<file path="src/rtl/dram_pkg.sv">
// dram_pkg: shared state encoding and CPU-address field layout for the DRAM controller.
// Latency: n/a (types, constants and elaboration-time helpers only).
// Backpressure: n/a.
package dram_pkg;

  typedef enum logic [3:0] {
    IDLE,
    RAS_ON,
    RCD_WAIT,
    ACCESS,
    PRECHARGE,
    REF_CAS,
    REF_RAS,
    REF_HOLD,
    PAGE_OPEN
  } state_t;

  // Column starts above the 32-bit word's byte offset; row sits above column,
  // bank select above row.
  localparam int COL_LSB = 2;
  localparam logic [3:0] CAS_ALL = 4'b1111;

  function automatic int row_lsb(input int col_bits);
    return COL_LSB + col_bits;
  endfunction

  function automatic int bank_lsb(input int row_bits, input int col_bits);
    return COL_LSB + col_bits + row_bits;
  endfunction

  function automatic int max2(input int a, input int b);
    return (a > b) ? a : b;
  endfunction

  // A single-bank part still needs a 1-bit field so widths stay legal.
  function automatic int bank_w(input int num_banks);
    return (num_banks > 1) ? $clog2(num_banks) : 1;
  endfunction

endpackage

</file>
<file path="src/rtl/dram_refresh_timer.sv">
// dram_refresh_timer: free-running refresh interval counter plus saturating backlog count.
// Latency: pending rises on the edge the interval counter wraps; falls on the edge i_ref_done is seen.
// Backpressure: backlog saturates at MAX_PENDING; a wrap and a done on the same edge cancel.
// Ports: clock, reset_n (sync, active-low); i_ref_done = one refresh sequence finished;
//        o_pending = outstanding refresh requests.
module dram_refresh_timer #(
  parameter int REFRESH_INTERVAL = 250,
  parameter int MAX_PENDING      = 4
) (
  input  logic                               clock,
  input  logic                               reset_n,
  input  logic                               i_ref_done,
  output logic [$clog2(MAX_PENDING+1)-1:0]   o_pending
);

  localparam int CW = $clog2(REFRESH_INTERVAL);
  localparam int PW = $clog2(MAX_PENDING + 1);

  logic [CW-1:0] r_cnt;
  logic [PW-1:0] r_pending;
  logic          w_wrap;

  assign w_wrap    = (r_cnt == CW'(REFRESH_INTERVAL - 1));
  assign o_pending = r_pending;

  always_ff @(posedge clock) begin
    if (!reset_n) begin
      r_cnt     <= '0;
      r_pending <= '0;
    end else begin
      r_cnt <= w_wrap ? '0 : r_cnt + CW'(1);
      case ({w_wrap, i_ref_done})
        2'b10: if (r_pending != PW'(MAX_PENDING)) r_pending <= r_pending + PW'(1);
        2'b01: if (r_pending != '0) r_pending <= r_pending - PW'(1);
        default: r_pending <= r_pending;
      endcase
    end
  end

endmodule

</file>
<file path="src/rtl/dram_controller.sv">
// dram_controller: single-port CPU-to-DRAM controller with CAS-before-RAS refresh arbitration.
// Latency: ras/row one edge after cs&&ds is sampled, cas and waitstate=0 T_RCD edges after ras.
// Backpressure: waitstate=1 holds the CPU until cas; a pending refresh wins over a new access in IDLE.
// Ports: clock, reset_n (sync, active-low); cs/ds/rn_w/addr/byte_selects from the CPU;
//        write/ras/cas/dram_addr to the DRAM; waitstate back to the CPU.
// Option: define DRAM_PAGE_MODE_EN to keep the row open between accesses (fast page mode).
module dram_controller
  import dram_pkg::*;
#(
  parameter int NUM_BANKS        = 2,
  parameter int ROW_BITS         = 11,
  parameter int COL_BITS         = 11,
  parameter int T_RCD            = 2,
  parameter int T_RP             = 2,
  parameter int REFRESH_INTERVAL = 250,
  parameter int MAX_PENDING      = 4
) (
  input  logic                                  clock,
  input  logic                                  reset_n,
  input  logic                                  cs,
  input  logic                                  ds,
  input  logic                                  rn_w,
  input  logic [31:0]                           addr,
  input  logic [3:0]                            byte_selects,
  output logic                                  write,
  output logic [NUM_BANKS-1:0]                  ras,
  output logic [3:0]                            cas,
  output logic [max2(ROW_BITS,COL_BITS)-1:0]    dram_addr,
  output logic                                  waitstate
);

  localparam int AW     = max2(ROW_BITS, COL_BITS);
  localparam int BW     = bank_w(NUM_BANKS);
  localparam int ROW_LO = row_lsb(COL_BITS);
  localparam int BANK_LO = bank_lsb(ROW_BITS, COL_BITS);
  localparam int CNT_W  = $clog2(max2(T_RCD, T_RP) + 1);
  localparam int PW     = $clog2(MAX_PENDING + 1);

  state_t                 r_state, w_state_nxt;
  logic [CNT_W-1:0]       r_cnt, w_cnt_nxt;

  // Request fields captured at access start (and on a page hit).
  logic [BW-1:0]          r_bank;
  logic [ROW_BITS-1:0]    r_row;
  logic [COL_BITS-1:0]    r_col;
  logic                   r_wr;
  logic [3:0]             r_be;

  logic                   r_write, w_write_nxt;
  logic [NUM_BANKS-1:0]   r_ras, w_ras_nxt;
  logic [3:0]             r_cas, w_cas_nxt;
  logic [AW-1:0]          r_dram_addr, w_dram_addr_nxt;
  logic                   r_waitstate, w_waitstate_nxt;

  logic [COL_BITS-1:0]    w_col_in;
  logic [ROW_BITS-1:0]    w_row_in;
  logic [BW-1:0]          w_bank_in;
  logic                   w_req, w_ref_due, w_ref_done, w_load, w_hit;
  logic [PW-1:0]          w_pending;
  logic [BW-1:0]          w_lat_bank;
  logic [ROW_BITS-1:0]    w_lat_row;
  logic [COL_BITS-1:0]    w_lat_col;
  logic                   w_lat_wr;
  logic [3:0]             w_lat_be;
  logic [NUM_BANKS-1:0]   w_ras_bank;
  logic                   w_unused;

  assign w_col_in  = addr[COL_LSB +: COL_BITS];
  assign w_row_in  = addr[ROW_LO +: ROW_BITS];
  assign w_bank_in = (NUM_BANKS > 1) ? addr[BANK_LO +: BW] : '0;
  assign w_unused  = ^{addr[31:BANK_LO+BW], addr[COL_LSB-1:0]};

  assign w_req      = cs && ds;
  assign w_ref_due  = (w_pending != '0);
  assign w_ref_done = (r_state == REF_HOLD);
  assign w_hit      = (w_bank_in == r_bank) && (w_row_in == r_row);

  // Capture on the edge that starts an access, so the output logic can use
  // the live CPU fields on that edge and the held copy afterwards.
  assign w_load = ((r_state == IDLE) && (w_state_nxt == RAS_ON)) ||
                  ((r_state == PAGE_OPEN) && (w_state_nxt == ACCESS));

  assign w_lat_bank = w_load ? w_bank_in    : r_bank;
  assign w_lat_row  = w_load ? w_row_in     : r_row;
  assign w_lat_col  = w_load ? w_col_in     : r_col;
  assign w_lat_wr   = w_load ? ~rn_w        : r_wr;
  assign w_lat_be   = w_load ? byte_selects : r_be;
  assign w_ras_bank = NUM_BANKS'(1) << w_lat_bank;

  dram_refresh_timer #(
    .REFRESH_INTERVAL (REFRESH_INTERVAL),
    .MAX_PENDING      (MAX_PENDING)
  ) u_refresh_timer (
    .clock      (clock),
    .reset_n    (reset_n),
    .i_ref_done (w_ref_done),
    .o_pending  (w_pending)
  );

  // State register (outputs are registered alongside so they change with the state).
  always_ff @(posedge clock) begin
    if (!reset_n) begin
      r_state     <= IDLE;
      r_cnt       <= '0;
      r_bank      <= '0;
      r_row       <= '0;
      r_col       <= '0;
      r_wr        <= 1'b0;
      r_be        <= '0;
      r_write     <= 1'b0;
      r_ras       <= '0;
      r_cas       <= '0;
      r_dram_addr <= '0;
      r_waitstate <= 1'b1;
    end else begin
      r_state <= w_state_nxt;
      r_cnt   <= w_cnt_nxt;
      if (w_load) begin
        r_bank <= w_bank_in;
        r_row  <= w_row_in;
        r_col  <= w_col_in;
        r_wr   <= ~rn_w;
        r_be   <= byte_selects;
      end
      r_write     <= w_write_nxt;
      r_ras       <= w_ras_nxt;
      r_cas       <= w_cas_nxt;
      r_dram_addr <= w_dram_addr_nxt;
      r_waitstate <= w_waitstate_nxt;
    end
  end

  // Next-state and wait counter. RCD_WAIT lasts T_RCD-1 cycles so cas lands
  // T_RCD edges after ras; PRECHARGE lasts T_RP cycles.
  always_comb begin
    w_state_nxt = r_state;
    case (r_state)
      IDLE: begin
        if (w_ref_due)  w_state_nxt = REF_CAS;
        else if (w_req) w_state_nxt = RAS_ON;
      end
      RAS_ON:    w_state_nxt = RCD_WAIT;
      RCD_WAIT:  if (r_cnt == '0) w_state_nxt = ACCESS;
      ACCESS: begin
        if (!cs) begin
`ifdef DRAM_PAGE_MODE_EN
          w_state_nxt = PAGE_OPEN;
`else
          w_state_nxt = PRECHARGE;
`endif
        end
      end
      PRECHARGE: if (r_cnt == '0) w_state_nxt = IDLE;
      REF_CAS:   w_state_nxt = REF_RAS;
      REF_RAS:   w_state_nxt = REF_HOLD;
      REF_HOLD:  w_state_nxt = PRECHARGE;
      PAGE_OPEN: begin
`ifdef DRAM_PAGE_MODE_EN
        if (w_ref_due)  w_state_nxt = PRECHARGE;
        else if (w_req) w_state_nxt = w_hit ? ACCESS : PRECHARGE;
`else
        w_state_nxt = IDLE;
`endif
      end
      default:   w_state_nxt = IDLE;
    endcase

    w_cnt_nxt = r_cnt;
    if ((w_state_nxt == RCD_WAIT) && (r_state != RCD_WAIT))
      w_cnt_nxt = CNT_W'(T_RCD - 2);
    else if ((w_state_nxt == PRECHARGE) && (r_state != PRECHARGE))
      w_cnt_nxt = CNT_W'(T_RP - 1);
    else if (r_cnt != '0)
      w_cnt_nxt = r_cnt - CNT_W'(1);
  end

  // Output values for the state being entered.
  always_comb begin
    w_write_nxt     = 1'b0;
    w_ras_nxt       = '0;
    w_cas_nxt       = '0;
    w_waitstate_nxt = 1'b1;
    w_dram_addr_nxt = r_dram_addr;
    case (w_state_nxt)
      RAS_ON: begin
        w_ras_nxt       = w_ras_bank;
        w_write_nxt     = w_lat_wr;
        w_dram_addr_nxt = AW'(w_lat_row);
      end
      RCD_WAIT: begin
        w_ras_nxt       = w_ras_bank;
        w_write_nxt     = w_lat_wr;
        w_dram_addr_nxt = AW'(w_lat_col);
      end
      ACCESS: begin
        w_ras_nxt       = w_ras_bank;
        w_write_nxt     = w_lat_wr;
        w_dram_addr_nxt = AW'(w_lat_col);
        w_cas_nxt       = w_lat_wr ? w_lat_be : CAS_ALL;
        w_waitstate_nxt = 1'b0;
      end
      PAGE_OPEN: w_ras_nxt = w_ras_bank;
      REF_CAS:   w_cas_nxt = CAS_ALL;
      REF_RAS, REF_HOLD: begin
        w_cas_nxt = CAS_ALL;
        w_ras_nxt = '1;
      end
      default: ;
    endcase
  end

  assign write     = r_write;
  assign ras       = r_ras;
  assign cas       = r_cas;
  assign dram_addr = r_dram_addr;
  assign waitstate = r_waitstate;

endmodule

</file>
<file path="config.mk">
export PLATFORM = sky130hd
export DESIGN_NAME = dram_controller
export DESIGN_NICKNAME = d
export VERILOG_FILES = /design/src/rtl/dram_pkg.sv /design/src/rtl/dram_refresh_timer.sv /design/src/rtl/dram_controller.sv
export SDC_FILE = /design/constraint.sdc
export NUM_CORES = 1
export LEC_CHECK = 0
export CORE_MARGIN = 5
export CORE_UTILIZATION = 47
export CTS_CLUSTER_SIZE = 16
export DETAILED_ROUTE_END_ITERATION = 10
export HOLD_SLACK_MARGIN = 0.1
export PLACE_DENSITY_LB_ADDON = 0.2
export SLEW_MARGIN = 20
export SYNTH_ARGS = -nofsm -noshare
export SYNTH_HDL_FRONTEND = slang
export SYNTH_SLANG_ARGS = --single-unit
export TNS_END_PERCENT = 10
</file>
<file path="constraint.sdc">
create_clock -name clock -period 2.3 [get_ports clock]
set_input_delay 0.69 -clock clock [delete_from_list [all_inputs] [get_ports clock]]
set_output_delay 0.69 -clock clock [all_outputs]
set_load 0.005 [all_outputs]
</file>
======== Word-level counts from Yosys, hierarchy flattened ========
Cells that the tools add are included.
word-level totals
  input bits .............................. 41
  word-level logic and storage cells ...... 90
  output and inout port bits .............. 19
  bits in registers ....................... 64
operators by class
  shift-type cells ........................ 1
  reduce and logical (&&, ||, !) cells .... 23
  add/subtract/negate cells ............... 4
  mux-type cells .......................... 21
  equal/unequal tests ..................... 24
  bitwise logic cells ..................... 2
operators with widths
  kind                 number
  $eq 4x3->1 const B   8
  $pmux 4 s8           1
  $mux 4               7
  $mux 11              2
  $pmux 11 s2          1
  $eq 4x2->1 const B   4
  $reduce_or 3->1      3
  $add 8x1->8 const B  1
  $eq 4x1->1 const B   2
  $eq 4x4->1 const B   2
  $eq 8x8->1 const B   1
  $pmux 4 s2           1
  $reduce_bool 2->1    4
  $reduce_or 2->1      4
  $mux 3               2
  $pmux 3 s2           1
  $logic_and 1x1->1    5
  $mux 1               5
  $logic_not 4->1      1
  $ne 4x2->1 const B   1
  $ne 4x3->1 const B   1
  $pmux 2 s2           1
  $reduce_or 4->1      1
  $add 3x1->3 const B  1
  14 further kinds     15

======== Depth between registers and ports, before layout ========
  word-level depth ........................ 10
  gate-level depth with buffers ........... 9
  gate-level depth less buffers ........... 9

======== By module ========
A second synthesis with hierarchy kept.
unflattened totals
  cells, all modules ...................... 276
  area, all modules ....................... 2369.8 µm²
by module, submodules not included
  module              cells each  instances  area an instance (µm²)  sequential area each (µm²)
  dram_controller     213         1          1818.0                  840.8
  dram_refresh_timer  63          1          551.8                   220.2

======== Least setup slack after synthesis ========
No wires, ideal clock.
  kind .................................... reg2reg
  start point ............................. reg u_refresh_timer.r_cnt[1]
  end point ............................... reg u_refresh_timer.r_pending[2] (netlist: u_refresh_timer.o_pending[2])
  path slack .............................. 451 ps
  library setup time ...................... 123 ps
  period minus slack after synthesis ...... 1849 ps
  data required time ...................... 2177 ps
  path buffers ............................ 0
  data arrival time ....................... 1726 ps
  cell stages (with the launch flop) ...... 10
  cell sequence ........................... dfxtp_1 inv_1 ha_1 and4b_1 a21o_1 fa_1 inv_1 o21ai_0 o221ai_1 a21oi_1
between the ends
  cells in the longest elaborated chain, start to end .. 4
  elaborated cells between the ends (all ways) .. 8
  those cells by class .................... eq/ne (5); mux (1); reduce/logical (2)
ends and longest elaborated chain
  what                                                RTL line                  RTL
  from (decl)                                         dram_refresh_timer.sv:19  logic [CW-1:0] r_cnt;
  from (signal assigned)                              dram_refresh_timer.sv:31  r_cnt <= w_wrap ? '0 : r_cnt + CW'(1);
  $eq 8x8->1 (*)                                      dram_refresh_timer.sv:23  assign w_wrap = (r_cnt == CW'(REFRESH_INTERVAL - 1));
  $eq 2x2->1 / $eq 2x1->1 (equally long branches)     dram_refresh_timer.sv:32  case ({w_wrap, i_ref_done})
  $ne 2x1->1 (no line), or another cell as far along  n/a
  $reduce_and 3->1 (no line)                          n/a
  to (signal assigned)                                dram_refresh_timer.sv:33  2'b10: if (r_pending != PW'(MAX_PENDING)) r_pending <= r_pending + PW'(1);
  to (signal assigned)                                dram_refresh_timer.sv:34  2'b01: if (r_pending != '0) r_pending <= r_pending - PW'(1);
  to (signal assigned)                                dram_refresh_timer.sv:35  default: r_pending <= r_pending;
  to (decl)                                           dram_refresh_timer.sv:20  logic [PW-1:0] r_pending;
Every way passes the cells marked *; elsewhere a longest branch is shown, timed or not.
A chain may end at the register's enable or synchronous reset.

======== Worst setup path in the final report ========
  start point ............................. in cs
  end point ............................... reg r_cas[3] (netlist: cas[3])
between the ends
  cells in the longest elaborated chain, start to end .. 10
  elaborated cells between the ends (all ways) .. 18
  those cells by class .................... eq/ne (5); mux (8); reduce/logical (5)
ends and longest elaborated chain
  what                                             RTL line                                                              RTL
  from (decl)                                      dram_controller.sv:20                                                 input logic cs,
  $logic_and 1x1->1                                dram_controller.sv:73                                                 assign w_req = cs && ds;
  $mux 4                                           dram_controller.sv:140                                                else if (w_req) w_state_nxt = RAS_ON;
  $mux 4                                           dram_controller.sv:139                                                if (w_ref_due) w_state_nxt = REF_CAS;
  $pmux 4 s8 (*)                                   dram_controller.sv:137                                                case (r_state)
  $eq 4x1->1 / $eq 4x2->1 (equally long branches)  dram_controller.sv:80, dram_controller.sv:81, dram_controller.sv:184
  $logic_and 1x1->1, on equally long branches      dram_controller.sv:80, dram_controller.sv:81
  $logic_or 1x1->1                                 dram_controller.sv:80                                                 assign w_load = ((r_state == IDLE) && (w_state_nxt == RAS_ON)) ||
  $mux 4 / $mux 1 (equally long branches)          n/a
  $mux 4                                           dram_controller.sv:199                                                w_cas_nxt = w_lat_wr ? w_lat_be : CAS_ALL;
  $pmux 4 s2 (*)                                   dram_controller.sv:184                                                case (w_state_nxt)
  to (signal assigned)                             dram_controller.sv:127                                                r_cas <= w_cas_nxt;
  to (decl)                                        dram_controller.sv:51                                                 logic [3:0] r_cas, w_cas_nxt;
Marked as above.

==> reports/results.tsv <==
metric	value	unit
Setup crit end	cas[3]	
commonest non-fill, non-tap cell in the layout	nand2_1	
first-pass GRT wire length	7820	um
# Post-CTS Setup Buffers	0	
Synth Instances	265	
MaxCap Viol Count	0	
DR WL/cell	12.2	um
Peak VDD IR	0.000424	V
post_cts resized	0	
critical path class	primary input to flop	
Worst Setup Slack, final	0.239	ns
final cycle utilization of the critical path	0.896	
Ys Warns	0	
Worst Setup End Kind	flop	
worst reg2reg endpoint	u_refresh_timer.o_pending[2]	
CP Launch Type	primary input	
DR iter-0 viols	100	
Post-Route WL	4590	um
Filler cells	412	
GP Congestion	0.846	
status	finished, final reports clean	
Via Count	1890	
Slew Viols, Final	0	
Clk pin slew, worst setup/hold paths	0.09	ns
worst-path maximum fanout	5	
die footprint	6170	um^2
hold slack	0.458	ns
most frequent cells in the layout	nand2_1, dfxtp_1, clkdlybuf4s50_1	
core area	4630	um^2
clk_lat worst skew	0.30	ns
CTS Sinks	53	
Clock Tree Buf Depth	2	
Clock Power Share	0.328	
syn_nets	310	
Setup violations, final	0	
Power per Cell Area	633	nW/um^2
IO buf count	50	
min-delay src	r_col[10]	
via/cell ratio	5.03	
final core occ	0.630	
crit-path cells	clkdlybuf4s50_1 > buf_4 > nor2b_1 > nor2b_1 > o32ai_1 > nand2_1 > o21ai_0	
row count	25	
mean post-synth cell area	8.33	um^2
H-tree depth	2	
switching power	0.427	mW
worst setup path startpoint	cs	
total CTS buffers	5	
WP data arrival	2.29	ns
sequential share of power	0.533	
worst r2r path cells	9	
Post-synth EDFFs	0	
Worst EP required	2.53	ns
HP Class	flop to flop	
crit-path max cell delay	0.53	ns
initial antenna violation count	0	
Hold Path Stages	2	
Synth Register Bits	53	
Final Skew	0.00731	ns
Post-Syn Area	2210	um^2
unrepaired setup endpoints after global routing	false	
Setup WS pre-CTS	-0.0152	ns
internal cell power	1.42	mW
residual DRC count	0	
area delta synth->final	32.2	%
Die W	78.5	um
CTS tree	built	
Fmax achieved	485	MHz
setup TNS	0	ns
GRT Residual Overflow	0	
die height	78.5	um
Root Buffer	clkbuf_8	
vias in the first global route	1797	
slowest cell on the critical path	clkdlybuf4s50_1	
Gate power share	0.139	
Unique masters post-synth	44	
Overall Power	1.85	mW
TritonRoute pass-1 iters	4	
fin nets	367	
Reg2Reg Setup Slack	0.29	ns
Fin. Hold Viols	0	
hold buffers post-CTS	0	
FF-to-FF Start	u_refresh_timer.r_cnt[1]	
post-synthesis sequential area ratio	0.481	
Ports	60	
crit-path most repeated cell	nor2b_1	
switching fraction of total power	0.231	
ys flop type	dfxtp_1	
Leak	1.08	nW
Post-synth ARST share	0	
ant diodes	0	
Tot GR Track Use	0.158	
fin crit period	2.06	ns
dpl hpwl	3380	um
largest net degree at the start of global routing	37	
layout cells sized above 1	0.0807	
Initial Utilization	0.477	
Final ANT Viol Nets	0	
[sequential cells by signal, summed over array words and instances (netlist names)]
register                   cells
waitstate                      1
u_refresh_timer.r_cnt          8
r_cnt                          2
r_bank                         1
r_col                         11
r_state                        4
r_wr                           1
dram_addr                     11
u_refresh_timer.o_pending      3
cas                            4
r_be                           4
ras                            2
write                          1
[synthesized netlist by cell type, types with 5 or more instances]
library cell,number,area share
clkbuf_1,5,0.0085
o21ai_0,9,0.020
inv_1,12,0.020
mux2i_1,6,0.027
xnor2_1,6,0.024
nand2_1,55,0.094
a21oi_1,22,0.050
a211oi_1,6,0.020
dfxtp_1,53,0.48
nor2_1,32,0.054
a31oi_1,5,0.014
[worst max-delay path, delay by kind of cell]
kind                   cells  cell delay, ns
buffers and inverters      2            0.67
and+or+nand+nor            3            0.51
AOI/OAI and AO/OA          2            0.43
[cell families after synthesis]
| family | after synthesis | synth area share |
|---|---|---|
| and+or+nand+nor | 108 | 0.209 |
| AOI/OAI and AO/OA | 58 | 0.162 |
| DFF | 53 | 0.481 |
| buffers and inverters | 27 | 0.0618 |
| xor gates and xnor gates | 8 | 0.0317 |
| muxes | 6 | 0.0272 |
| adders and majority gates | 4 | 0.0261 |
| other | 1 | 0.00170 |
[layout make-up]
type | instances | area (um^2) | area share
flip-flops and latches | 53 | 1060 | 0.364
well taps | 54 | 67.6 | 0.0232
clock buffers | 5 | 68.8 | 0.0236
repair buffers | 65 | 626 | 0.214
clock inverters | 2 | 35.0 | 0.0120
inverters | 12 | 45.0 | 0.0154
multi-input cells | 185 | 1010 | 0.348
[worst min path at each step]
stage | end | slack (ns)
3_5_place_dp | r_col[10] | 0.44
6_report | r_col[10] | 0.46
2_1_floorplan | r_col[0] | 0.43
3_3_place_gp | r_col[1] | 0.44
5_1_grt | r_col[10] | 0.47
4_1_cts | r_col[10] | 0.46
[power by group through the flow]
stage	registers, mW	logic, mW	clock network, mW
4_1_cts	0.984	0.259	0.621
5_1_grt	0.991	0.285	0.653
3_3_place_gp	1.00	0.255	0
6_report	0.984	0.257	0.605
3_5_place_dp	1.01	0.258	0
2_1_floorplan	1.00	0.146	0
[metrics by stage]
stage               std cells  instance area [um^2]
floorplan                 265                  2210
global placement          369                  2810
detailed placement        369                  2810
CTS                       376                  2920
global route              376                  2920
finish                    376                  2920
[routing by layer]
layer  GRT usage  share of wire  vias to the layer above  wire [um]
met5           0              0                        -          0
li1            -              -                      998          -
met2       0.262           0.48                       30       2190
met4      0.0577          0.015                        0         68
met3      0.0528          0.046                        6        211
met1       0.188           0.46                      856       2120
(Power assumes the default switching activity.)
